==> config.mk <==
export PLATFORM = sky130hd
export DESIGN_NAME = mcu_spi_arbiter_flat
export DESIGN_NICKNAME = d
export VERILOG_FILES = /design/src/rtl/mcu_spi_arbiter_if.sv /design/src/rtl/mcu_spi_arbiter.sv /design/src/flat_wrapper.sv
export SDC_FILE = /design/constraint.sdc
export NUM_CORES = 1
export LEC_CHECK = 0
export CORE_MARGIN = 2
export CORE_UTILIZATION = 40
export DETAILED_ROUTE_END_ITERATION = 6
export PLACE_DENSITY = 0.79
export SETUP_SLACK_MARGIN = 0.02
export SYNTH_ARGS = -nofsm -noshare
export SYNTH_HDL_FRONTEND = slang
export SYNTH_SLANG_ARGS = --single-unit
==> constraint.sdc <==
create_clock -name SClk -period 1.8 [get_ports SClk]
set_input_delay 0.27 -clock SClk [delete_from_list [all_inputs] [get_ports SClk]]
set_output_delay 0.27 -clock SClk [all_outputs]
set_load 0.05 [all_outputs]
==> src/rtl/mcu_spi_arbiter_if.sv <==
// Signal bundle between the MCU SPI link arbiter and its two requesters.
// Requesters drive the master side; the arbiter implements the slave side.
interface mcu_spi_arbiter_if;
   logic       ReqRTC;
   logic       ReqHost;
   logic       GntRTC;
   logic       GntHost;
   logic       RTCnSel;
   logic       RTCDo;
   logic       RTCClkRun;
   logic       RTCClkStretch;
   logic       HostnSel;
   logic       HostDo;
   logic       HostClkRun;
   logic       nMCUSel;
   logic       SPIDo;
   logic       SPIClkRunning;
   logic       SPIClkStretch;
   logic [1:0] Owner;
   logic       Timeout;
   logic       TimeoutClr;

   modport master (
      output ReqRTC, ReqHost, RTCnSel, RTCDo, RTCClkRun, RTCClkStretch,
      output HostnSel, HostDo, HostClkRun, TimeoutClr,
      input  GntRTC, GntHost, nMCUSel, SPIDo, SPIClkRunning, SPIClkStretch,
      input  Owner, Timeout
   );

   modport slave (
      input  ReqRTC, ReqHost, RTCnSel, RTCDo, RTCClkRun, RTCClkStretch,
      input  HostnSel, HostDo, HostClkRun, TimeoutClr,
      output GntRTC, GntHost, nMCUSel, SPIDo, SPIClkRunning, SPIClkStretch,
      output Owner, Timeout
   );
endinterface

==> src/rtl/mcu_spi_arbiter.sv <==
// Round-robin arbiter sharing the MCU SPI link between the RTC engine and the host.
// Optional idle-clock grant revocation is enabled with `define MCU_SPI_TIMEOUT_EN.
module mcu_spi_arbiter #(
   parameter int GUARD_CYCLES   = 2,
   parameter int TIMEOUT_CYCLES = 4096
) (
   input  logic              SClk,
   input  logic              nReset,
   mcu_spi_arbiter_if.slave  bus
);
   typedef enum logic [1:0] {
      IDLE     = 2'b00,
      OWN_RTC  = 2'b01,
      OWN_HOST = 2'b10,
      GUARD    = 2'b11
   } state_t;

   localparam logic [3:0] GUARD_LOAD = 4'(GUARD_CYCLES - 1);

   state_t     state_reg, state_next;
   logic       last_host_reg, last_host_next;
   logic       sel_low_reg, sel_low_next;
   logic [3:0] guard_cnt_reg, guard_cnt_next;
   logic       own_nsel, own_req;
   logic       tmo_hit;

   assign own_nsel = (state_reg == OWN_RTC) ? bus.RTCnSel : bus.HostnSel;
   assign own_req  = (state_reg == OWN_RTC) ? bus.ReqRTC  : bus.ReqHost;

   always_ff @(posedge SClk or negedge nReset) begin
      if (!nReset) begin
         state_reg     <= IDLE;
         last_host_reg <= 1'b1;
         sel_low_reg   <= 1'b0;
         guard_cnt_reg <= '0;
      end else begin
         state_reg     <= state_next;
         last_host_reg <= last_host_next;
         sel_low_reg   <= sel_low_next;
         guard_cnt_reg <= guard_cnt_next;
      end
   end

   always_comb begin
      state_next     = state_reg;
      last_host_next = last_host_reg;
      sel_low_next   = sel_low_reg;
      guard_cnt_next = guard_cnt_reg;
      case (state_reg)
         IDLE: begin
            sel_low_next = 1'b0;
            // On contention the requester that did not own last wins
            if (bus.ReqRTC && (!bus.ReqHost || last_host_reg)) begin
               state_next     = OWN_RTC;
               last_host_next = 1'b0;
            end else if (bus.ReqHost) begin
               state_next     = OWN_HOST;
               last_host_next = 1'b1;
            end
         end
         OWN_RTC, OWN_HOST: begin
            if (!own_nsel) sel_low_next = 1'b1;
            // Ownership ends on a completed chip-select frame or on an idle release
            if (tmo_hit || (own_nsel && (sel_low_reg || !own_req))) begin
               state_next     = GUARD;
               guard_cnt_next = GUARD_LOAD;
            end
         end
         GUARD: begin
            if (guard_cnt_reg == 4'd0) state_next = IDLE;
            else guard_cnt_next = guard_cnt_reg - 4'd1;
         end
         default: state_next = IDLE;
      endcase
   end

   assign bus.GntRTC        = (state_reg == OWN_RTC);
   assign bus.GntHost       = (state_reg == OWN_HOST);
   assign bus.Owner         = state_reg;
   assign bus.nMCUSel       = (state_reg == OWN_RTC)  ? bus.RTCnSel :
                              (state_reg == OWN_HOST) ? bus.HostnSel : 1'b1;
   assign bus.SPIDo         = (state_reg == OWN_RTC)  ? bus.RTCDo :
                              (state_reg == OWN_HOST) ? bus.HostDo : 1'b1;
   assign bus.SPIClkRunning = (state_reg == OWN_RTC)  ? bus.RTCClkRun :
                              (state_reg == OWN_HOST) ? bus.HostClkRun : 1'b0;
   assign bus.SPIClkStretch = (state_reg == OWN_RTC)  ? bus.RTCClkStretch : 1'b0;

`ifdef MCU_SPI_TIMEOUT_EN
   localparam int TW = $clog2(TIMEOUT_CYCLES);
   localparam logic [TW-1:0] TMO_LAST = TW'(TIMEOUT_CYCLES - 1);

   logic          own, own_clkrun;
   logic [TW-1:0] tmo_cnt_reg;
   logic          timeout_reg;

   assign own        = (state_reg == OWN_RTC) || (state_reg == OWN_HOST);
   assign own_clkrun = (state_reg == OWN_RTC) ? bus.RTCClkRun : bus.HostClkRun;
   assign tmo_hit    = own && !own_clkrun && (tmo_cnt_reg == TMO_LAST);

   always_ff @(posedge SClk or negedge nReset) begin
      if (!nReset) begin
         tmo_cnt_reg <= '0;
         timeout_reg <= 1'b0;
      end else begin
         if (own && !own_clkrun && (state_next == state_reg))
            tmo_cnt_reg <= tmo_cnt_reg + 1'b1;
         else
            tmo_cnt_reg <= '0;
         // A fresh timeout takes precedence over a simultaneous clear
         if (tmo_hit)             timeout_reg <= 1'b1;
         else if (bus.TimeoutClr) timeout_reg <= 1'b0;
      end
   end

   assign bus.Timeout = timeout_reg;
`else
   localparam int unused_timeout_cycles = TIMEOUT_CYCLES;
   logic unused_timeout_clr;

   assign unused_timeout_clr = bus.TimeoutClr;
   assign tmo_hit            = 1'b0;
   assign bus.Timeout        = 1'b0;
`endif
endmodule

==> src/flat_wrapper.sv <==
// flat-port wrapper written by rule: the top's interface ports become plain ports
module mcu_spi_arbiter_flat 
#(
   parameter int GUARD_CYCLES   = 2,
   parameter int TIMEOUT_CYCLES = 4096
)
  (SClk, nReset, bus_ReqRTC, bus_ReqHost, bus_RTCnSel, bus_RTCDo, bus_RTCClkRun, bus_RTCClkStretch, bus_HostnSel, bus_HostDo, bus_HostClkRun, bus_TimeoutClr, bus_GntRTC, bus_GntHost, bus_nMCUSel, bus_SPIDo, bus_SPIClkRunning, bus_SPIClkStretch, bus_Owner, bus_Timeout);
  mcu_spi_arbiter_if bus_i ();
  input  logic SClk;
  input  logic nReset;
  input wire logic [$bits(bus_i.ReqRTC)-1:0] bus_ReqRTC;
  input wire logic [$bits(bus_i.ReqHost)-1:0] bus_ReqHost;
  input wire logic [$bits(bus_i.RTCnSel)-1:0] bus_RTCnSel;
  input wire logic [$bits(bus_i.RTCDo)-1:0] bus_RTCDo;
  input wire logic [$bits(bus_i.RTCClkRun)-1:0] bus_RTCClkRun;
  input wire logic [$bits(bus_i.RTCClkStretch)-1:0] bus_RTCClkStretch;
  input wire logic [$bits(bus_i.HostnSel)-1:0] bus_HostnSel;
  input wire logic [$bits(bus_i.HostDo)-1:0] bus_HostDo;
  input wire logic [$bits(bus_i.HostClkRun)-1:0] bus_HostClkRun;
  input wire logic [$bits(bus_i.TimeoutClr)-1:0] bus_TimeoutClr;
  output wire logic [$bits(bus_i.GntRTC)-1:0] bus_GntRTC;
  output wire logic [$bits(bus_i.GntHost)-1:0] bus_GntHost;
  output wire logic [$bits(bus_i.nMCUSel)-1:0] bus_nMCUSel;
  output wire logic [$bits(bus_i.SPIDo)-1:0] bus_SPIDo;
  output wire logic [$bits(bus_i.SPIClkRunning)-1:0] bus_SPIClkRunning;
  output wire logic [$bits(bus_i.SPIClkStretch)-1:0] bus_SPIClkStretch;
  output wire logic [$bits(bus_i.Owner)-1:0] bus_Owner;
  output wire logic [$bits(bus_i.Timeout)-1:0] bus_Timeout;
  assign bus_i.ReqRTC = bus_ReqRTC;
  assign bus_i.ReqHost = bus_ReqHost;
  assign bus_i.RTCnSel = bus_RTCnSel;
  assign bus_i.RTCDo = bus_RTCDo;
  assign bus_i.RTCClkRun = bus_RTCClkRun;
  assign bus_i.RTCClkStretch = bus_RTCClkStretch;
  assign bus_i.HostnSel = bus_HostnSel;
  assign bus_i.HostDo = bus_HostDo;
  assign bus_i.HostClkRun = bus_HostClkRun;
  assign bus_i.TimeoutClr = bus_TimeoutClr;
  assign bus_GntRTC = bus_i.GntRTC;
  assign bus_GntHost = bus_i.GntHost;
  assign bus_nMCUSel = bus_i.nMCUSel;
  assign bus_SPIDo = bus_i.SPIDo;
  assign bus_SPIClkRunning = bus_i.SPIClkRunning;
  assign bus_SPIClkStretch = bus_i.SPIClkStretch;
  assign bus_Owner = bus_i.Owner;
  assign bus_Timeout = bus_i.Timeout;
  mcu_spi_arbiter #(.GUARD_CYCLES(GUARD_CYCLES), .TIMEOUT_CYCLES(TIMEOUT_CYCLES)) u_core (.SClk(SClk), .nReset(nReset), .bus(bus_i));
endmodule
==> results.sh, run 1 <==
export IMPL_path_clk_slew_ns=0.06
export IMPL_setup_tns_ns=-0.136
export IMPL_layout_nets=128
export IMPL_cp_top_family="buffers and inverters"
export IMPL_via_per_inst=5.27
export IMPL_yosys_warnings=0
export IMPL_rsz0062_at_grt="true"
export IMPL_initial_core_util_pct=42.9
export IMPL_seqPwrFrac_pct=14.2
export IMPL_mostFrequentLayoutCells="buf_4, clkdlybuf4s50_1"
export IMPL_crit_chain="buf_12, ha_4, buf_8, nor3b_2, buf_4, a21oi_4, buf_6"
export IMPL_ios=21
export IMPL_grt_pass1_vias=694
export IMPL_setup_violations=4
export IMPL_ys_seq_area_share_pct=31.2
export IMPL_switching_share_pct=45.2
export IMPL_period_share_pct=103
export IMPL_r2r_setup_slack_ns=-0.03
export IMPL_r2r_end="u_core.guard_cnt_reg[1]$_DFFE_PN0P_"
export IMPL_violations="negative setup slack"
export IMPL_avgSynthCellArea_um2=9.22
export IMPL_ys_seq_elements=8
export IMPL_max_freq_ghz=0.538
export IMPL_fillCellCount=95
export IMPL_die_x_um=44.2
export IMPL_gp_congestion=0.838
export IMPL_fin_skew_ns=0.0158
export IMPL_largest_reg_flops=4
export IMPL_synth_edf_count=0
export IMPL_antenna_cells=0
export IMPL_criticalPathCategory="flop to primary output"
export IMPL_peakVddDrop_uv=1280
export IMPL_cts_tree="built"
export IMPL_synthesis_instances=70
export IMPL_worstPathArrival_ns=1.59
export IMPL_cts_root_buffer_cell="clkbuf_4"
export IMPL_critical_path_max_fanout=5
export IMPL_syn_num_nets=90
export IMPL_cp_required_ns=1.53
export IMPL_crit_buf_inv=4
export IMPL_cts_sinks=8
export IMPL_synth_cell_types=28
export IMPL_dp_slack_ns=-0.0768
export IMPL_crit_end="bus_SPIDo"
export IMPL_antenna_found_initial=0
export IMPL_areaGrowthSynthToFinish_pct=78.5
export IMPL_startpoint="u_core.bus.Owner[0]$_DFFE_PN0P_"
export IMPL_die_height_um=44.2
export IMPL_track_usage_pct=20.1
export IMPL_dpl_instance_area_mm2=0.00101
export IMPL_drt_iter0_drc=25
export IMPL_seqCellArea_um2=204
export IMPL_setup_ws_ns=-0.0590
export IMPL_wl_per_cell_um=14.0
export IMPL_hold_path_class="input port to asynchronous set/reset pin"
export IMPL_cp_slowest_cell="dfrtp_2"
export IMPL_min_period_ns=1.86
export IMPL_ys_async_sr_fraction_pct=100
export IMPL_combPwrFrac_pct=79.7
export IMPL_dp_hpwl_um=1300
export IMPL_multiInputGateArea_um2=492
export IMPL_p_int_w=0.00133
export IMPL_switchingPower_w=0.00110
export IMPL_drv_cap=0
export IMPL_postLayoutCellArea_mm2=0.00115
export IMPL_drc=0
export IMPL_antenna_left=0
export IMPL_p_clk_share_pct=6.2
export IMPL_final_common_cell="buf_4"
export IMPL_power_w=0.00242
export IMPL_synthFlopType="dfrtp_1"
export IMPL_netlist_area_um2=646
export IMPL_cts_max_level=1
export IMPL_globalRouteOverflowTotal=0
export IMPL_numPortBuffers=18
export IMPL_start_kind="flop"
export IMPL_vias=648
export IMPL_leakagePower_nw=0.518
export IMPL_rows=14
export IMPL_grt_pass1_wl_um=2900
export IMPL_path_depth=7
export IMPL_clock_path_buffers=2
export IMPL_core_mm2=0.00151
export IMPL_max_stage_delay_ns=0.45
export IMPL_clkLatencyLatePin_ns=0.26
export IMPL_worst_r2r_path_depth=5
export IMPL_slew_violations=0
export IMPL_grt_max_degree=9
export IMPL_routed_wl_um=1730
export IMPL_die_area_mm2=0.00195
export IMPL_r2r_start="u_core.bus.Owner[0]$_DFFE_PN0P_"
export IMPL_hold_viol=0
export IMPL_fin_hold_ws_ns=0.280
export IMPL_status="finished, violations left"
export IMPL_dr_pass1_iters=4
export IMPL_endpoint_kind="primary output"
export IMPL_cts_inserted_buffers=3
export IMPL_drive_above_1_share_pct=44.9
export IMPL_power_density_mw_per_mm2=2100
[final cells by class]
cell class / instances / share of cell area [%]
Sequential cell: 8 / 17.7
Timing Repair Buffer: 35 / 33.0
Tap cell: 16 / 1.74
Clock buffer: 4 / 2.28
Multi-Input combinational cell: 52 / 42.7
Inverter: 8 / 2.61
[cells in the mapped netlist, types with 2 or more instances]
| master | n | area [µm²] |
|---|---|---|
| a22o_1 | 2 | 17.5 |
| nor3b_1 | 3 | 22.5 |
| o21ai_0 | 4 | 20.0 |
| mux2_2 | 2 | 22.5 |
| dfrtp_1 | 7 | 175 |
| inv_1 | 8 | 30.0 |
| nand3_1 | 2 | 10.0 |
| mux2i_1 | 2 | 20.0 |
| nor2b_1 | 2 | 12.5 |
| nand2_1 | 7 | 26.3 |
| ha_1 | 8 | 100 |
| a21oi_1 | 6 | 30.0 |
| nor3_1 | 2 | 10.0 |
[cell families after synthesis]
kind of cell	share of synthesized area, %
adder cells (fa/ha/maj)	15.5
other	0.581
AO/OA/AOI/OAI	17.8
multiplexers	8.72
buffers and inverters	7.56
flip-flops	31.2
AND/OR/NAND/NOR	18.6
[routing by layer]
layer	GRT usage [%]	part of all wire (%)
met4	9.70	0.87
met3	2.04	5.4
met5	0	0
met2	39.4	55
met1	20.7	39
[through the flow]
stage / util [%] / instances
2_1_floorplan: - / 70
3_5_place_dp: 67.2 / 114
3_3_place_gp: 67.2 / 114
6_report: 76.5 / 123
5_1_grt: 76.5 / 123
4_1_cts: 74.6 / 122
[power by group through the flow]
stage / Clock [W] / Combinational [W] / Sequential, W
2_1_floorplan: 0 / 0.000978 / 0.000415
3_3_place_gp: 0 / 0.00161 / 0.000333
3_5_place_dp: 0 / 0.00166 / 0.000338
4_1_cts: 0.000159 / 0.00186 / 0.000339
5_1_grt: 0.000160 / 0.00206 / 0.000352
6_report: 0.000150 / 0.00193 / 0.000343
[worst reg2reg max path, stage by stage, from the launching register on]
cell and delay (ns):
dfrtp_2 0.45, ha_1 0.24, mux2_4 0.33, a221oi_4 0.34, nand2_1 0.13, a22o_1 0.25
[how the worst min path moves through the flow]
stage / start / endpoint / slack [ns] / cells past startpoint
after detailed placement: u_core.guard_cnt_reg[1]$_DFFE_PN0P_ / u_core.guard_cnt_reg[1]$_DFFE_PN0P_ / 0.52 / 1
after global routing: nReset / u_core.guard_cnt_reg[1]$_DFFE_PN0P_ / 0.31 / 1
after CTS: nReset / u_core.guard_cnt_reg[1]$_DFFE_PN0P_ / 0.28 / 1
final: nReset / u_core.guard_cnt_reg[1]$_DFFE_PN0P_ / 0.28 / 1
after floorplan: nReset / u_core.bus.Owner[0]$_DFFE_PN0P_ / -0.03 / 0
after global placement: u_core.guard_cnt_reg[1]$_DFFE_PN0P_ / u_core.guard_cnt_reg[1]$_DFFE_PN0P_ / 0.51 / 1
[timing repair]
action	4_1_cts	5_1_grt
pin swaps	3	5
endpoints found under the setup margin	7	10
hold buffers	0	0
resized for setup	14	5
gates cloned	0	0
setup buffers	4	1
Note: power is estimated with default switching activity, not from simulation.
==> run 2: changes to the inputs <==
CAP_MARGIN = 20   (was default)
CORE_UTILIZATION = 42   (was 40)
CTS_BUF_LIST = sky130_fd_sc_hd__clkbuf_4 sky130_fd_sc_hd__clkbuf_8   (was default)
PLACE_DENSITY = 0.82   (was 0.79)
==> run 2 against run 1 <==
The flow still finishes with violations (negative setup slack); critical path depth is 1 lower; design area is 3.9% higher; clock power is 5% higher.
==> results.sh, run 2 (same netlist as run 1, synthesis figures left out) <==
export IMPL_wl_per_cell_um=13.5
export IMPL_track_usage_pct=21.3
export IMPL_fin_hold_ws_ns=0.285
export IMPL_power_density_mw_per_mm2=2130
export IMPL_globalRouteOverflowTotal=0
export IMPL_worstPathArrival_ns=1.57
export IMPL_power_w=0.00255
export IMPL_final_common_cell="buf_4"
export IMPL_areaGrowthSynthToFinish_pct=85.5
export IMPL_setup_ws_ns=-0.0442
export IMPL_cts_max_level=1
export IMPL_status="finished, violations left"
export IMPL_cts_tree="built"
export IMPL_peakVddDrop_uv=1290
export IMPL_cts_sinks=8
export IMPL_gp_congestion=0.801
export IMPL_max_stage_delay_ns=0.46
export IMPL_die_area_mm2=0.00187
export IMPL_layout_nets=128
export IMPL_setup_violations=5
export IMPL_rsz0062_at_grt="true"
export IMPL_start_kind="flop"
export IMPL_dpl_instance_area_mm2=0.00100
export IMPL_clock_path_buffers=2
export IMPL_period_share_pct=102
export IMPL_rows=14
export IMPL_numPortBuffers=18
export IMPL_grt_pass1_vias=726
export IMPL_min_period_ns=1.84
export IMPL_cp_required_ns=1.53
export IMPL_initial_core_util_pct=43.9
export IMPL_fin_skew_ns=0.00949
export IMPL_endpoint_kind="primary output"
export IMPL_cts_root_buffer_cell="clkbuf_4"
export IMPL_cp_slowest_cell="dfrtp_2"
export IMPL_via_per_inst=5.29
export IMPL_routed_wl_um=1660
export IMPL_crit_top_cell="buf_12"
export IMPL_mostFrequentLayoutCells="buf_4, clkdlybuf4s50_1, inv_1, nand2_1"
export IMPL_antenna_found_initial=0
export IMPL_die_x_um=43.2
export IMPL_cts_inserted_buffers=3
export IMPL_ios=21
export IMPL_slew_violations=0
export IMPL_grt_pass1_wl_um=3010
export IMPL_leakagePower_nw=0.523
export IMPL_dp_slack_ns=-0.0428
export IMPL_hold_path_class="input port to asynchronous set/reset pin"
export IMPL_postLayoutCellArea_mm2=0.00120
export IMPL_dp_hpwl_um=1290
export IMPL_antenna_left=0
export IMPL_largest_reg_flops=4
export IMPL_antenna_cells=0
export IMPL_critical_path_max_fanout=4
export IMPL_criticalPathCategory="flop to primary output"
export IMPL_vias=651
export IMPL_hold_viol=0
export IMPL_violations="negative setup slack"
export IMPL_crit_chain="buf_12, ha_4, buf_6, buf_8, o21ai_4, buf_12"
export IMPL_core_mm2=0.00147
export IMPL_clkLatencyLatePin_ns=0.25
export IMPL_dr_pass1_iters=4
export IMPL_path_clk_slew_ns=0.06
export IMPL_max_freq_ghz=0.542
export IMPL_drt_iter0_drc=11
export IMPL_die_height_um=43.2
export IMPL_grt_max_degree=9
export IMPL_setup_tns_ns=-0.184
export IMPL_drc=0
export IMPL_drive_above_1_share_pct=48.6
export IMPL_drv_cap=0
## run 2: cell counts in the layout (fill, tap and decap cells not counted)
No cell type changed its count.
## run 2: worst paths after layout
| kind | start | endpoint | slack (ns) | cells after the start |
|---|---|---|---|---|
| worst max register to register | u_core.bus.Owner[0]$_DFFE_PN0P_ | u_core.guard_cnt_reg[3]$_DFFE_PN0P_ | -0.04 | 7 |
| worst min-delay path | nReset | u_core.guard_cnt_reg[1]$_DFFE_PN0P_ | 0.28 | 1 |
| max in group asynchronous | nReset | u_core.last_host_reg$_DFFE_PN1P_ | 1.21 | 1 |
| worst max-delay path | u_core.bus.Owner[0]$_DFFE_PN0P_ | bus_SPIClkRunning | -0.04 | 6 |
| worst min register to register | u_core.last_host_reg$_DFFE_PN1P_ | u_core.last_host_reg$_DFFE_PN1P_ | 0.52 | 2 |
| min in group SClk | u_core.last_host_reg$_DFFE_PN1P_ | u_core.last_host_reg$_DFFE_PN1P_ | 0.52 | 2 |
## run 2: worst max-delay path: cells and delay by family, from the launching register on
family          cells  cell delay, ns
fa+ha+maj           1            0.17
buf+inv             4            0.57
flops               1            0.46
compound gates      1            0.14
## run 2: layer usage
| metal | global-route usage, % | routed length (µm) | vias up |
|---|---|---|---|
| met5 | 0 | 0 | - |
| met3 | 3.83 | 88 | 3 |
| met4 | 5.45 | 12 | 0 |
| met1 | 21.5 | 630 | 308 |
| li1 | - | - | 319 |
| met2 | 43.0 | 927 | 21 |
## run 2: cell type report
type                            instances  area [µm²]
Timing Repair Buffer                   35         377
Sequential cell                         8         204
Fill cell                              91         274
Multi-Input combinational cell         52         534
Inverter                                8        32.5
Clock buffer                            4        30.0
Tap cell                               16        20.0
## run 2: per-stage QoR
stage	utilization, %	std cells
2_1_floorplan	-	70
3_3_place_gp	68.3	113
3_5_place_dp	68.3	113
4_1_cts	80.0	123
5_1_grt	81.4	123
6_report	81.4	123
## run 2: repair_timing
item | CTS | global route
pin swaps | 5 | 8
gates resized for setup | 19 | 5
hold buffers | 0 | 0
setup buffers | 6 | 0
endpoints found under the setup margin | 7 | 9
## run 2: power breakdown
group | switching, W | internal (W)
combinational | 0.00100 | 0.00105
sequential | 0.0000746 | 0.000272
clock | 0.0000583 | 0.0000997
==> RTL change, RTL diff (settings of run 2) <==
The option `MCU_SPI_TIMEOUT_EN` is turned on by a define.
--- a/src/rtl/mcu_spi_arbiter.sv
+++ b/src/rtl/mcu_spi_arbiter.sv
@@ -1,4 +1,6 @@
 // Round-robin arbiter sharing the MCU SPI link between the RTC engine and the host.
 // Optional idle-clock grant revocation is enabled with `define MCU_SPI_TIMEOUT_EN.
+`define MCU_SPI_TIMEOUT_EN
+
 module mcu_spi_arbiter #(
    parameter int GUARD_CYCLES   = 2,
Formal check against the unedited RTL: no difference found for any inputs over 10 cycles, from zero or initial values and one cycle with nReset low; that may be too few to reach the edited logic, so the function may still have changed.
==> RTL change against run 2 <==
  * The run still ends with negative setup slack left
  * Wire length is 130% higher
  * Core utilization down 14 points
  * Power rose by 28%
  * Setup slack got worse by 190 ps
  * Clock power up 42%
  * Largest cell class unchanged
  * Design area up 73%
  * Worst hold slack worse by 2.5 ps
  * Cell count rose by 93%
  * Sequential power increased by 99%
  * Synthesized cell count is 110% higher
  * Sequential cell count up 13
  * Area after synthesis grew 110%
==> RTL change: results (changes against run 2) <==
Outcome: finished with violations
Failing checks: negative setup slack
Per-cell routed wire length: 16.0 µm (+19%)
Pint: 0.00176 W (+24%)
Crit-path max FO: 12 (+8)
Met1 Usage GRT: 26.6% (+5.1 points)
NumNets Final: 215 (+68%)
Critical-path top delay cell: or4_4
Post-DP HPWL: 2670 µm (+110%)
Slowest cell delay on critical path: 620 ps (+160 ps)
Routability Congestion: 0.894 (+12%)
Vias in the first global route: 1352 (+86%)
Clk pin slew, worst setup/hold paths: 120 ps (+60 ps)
Layout cells sized above 1: 33.5% (-15 points)
Most frequent cells after synthesis: dfrtp_1, nor3_1, inv_1, ha_1, xnor2_1
Post-Syn Nets: 164 (+82%)
Mux cell area share after synthesis: 2.57% (-6.2 points)
Synth Area in XOR/XNOR: 6.42% (+6.4 points)
Placed cell area: 1860 µm² (+86%)
Worst Setup End Kind: flop
Worst VDD drop: 1.32 mV (+3.0%)
Post-synthesis adder-cell area fraction: 7.33% (-8.2 points)
WL met2: 2040 µm (+120%)
Leakage power: 0.842 nW (+61%)
Compound-Gate Fraction of Synth Area: 18.2% (+0.41 points)
Pre-CTS setup slack: -257 ps (-214 ps)
Met1 WL: 1480 µm (+130%)
Met2 Use GR: 37.5% (-5.5 points)
Largest net degree at the start of global routing: 22 (+13)
M3 GR Usage: 5.46% (+1.6 points)
DR vias: 1342 (+110%)
Fill cells: 238 (+160%)
Clock Skew: 8.73 ps (-0.761 ps)
Global-route wire length before repair: 6030 µm (+100%)
Final setup fails: 21 (+16)
WL met3: 193 µm (+120%)
Critical Path Start: u_core.bus.Owner[0]
Synth cell types: 40 (+43%)
Setup WS post-layout: -234 ps (-190 ps)
Seq. pwr: 0.000689 W (+99%)
Reg-to-reg endpoint: u_core.tmo_cnt_reg[5]
PortBufs: 20 (+2)
Crit path max-delay family: simple AND/OR/NAND/NOR gates
Clock Latency Late Sink: 310 ps (+60 ps)
-- RTL change: cell types whose count changed in the layout (fill, tap and decap cells not counted), sizes merged, moves of 4 or more --
cell   change
nor2       +5
dfrtp     +13
nor3      +12
xnor2      +8
nand4      +4
buf       +12
nand3      +4
nor4       +4
-- RTL change: layout make-up --
type	count	area share [%]
Multi-Input combinational cell	109	43.6
Sequential cell	21	25.6
Inverter	11	2.24
Tap cell	44	2.66
Clock inverter	1	0.242
Clock buffer	3	1.09
Timing Repair Buffer	49	24.5
-- RTL change: metrics by stage --
stage               util [%]  cells  hold WS (ps)  power (W)
floorplan                  -    144         -25.6    0.00196
global placement        60.6    228           511    0.00262
detailed placement      60.6    228           518    0.00269
CTS                     65.6    237           276    0.00319
global route            67.2    238           297    0.00348
finish                  67.2    238           282    0.00328
-- RTL change: what timing repair did --
action / 4_1_cts / 5_1_grt
buffers inserted: 5 / 1
endpoints found under the setup margin: 21 / 23
resized for setup: 14 / 6
pin swaps: 5 / 3
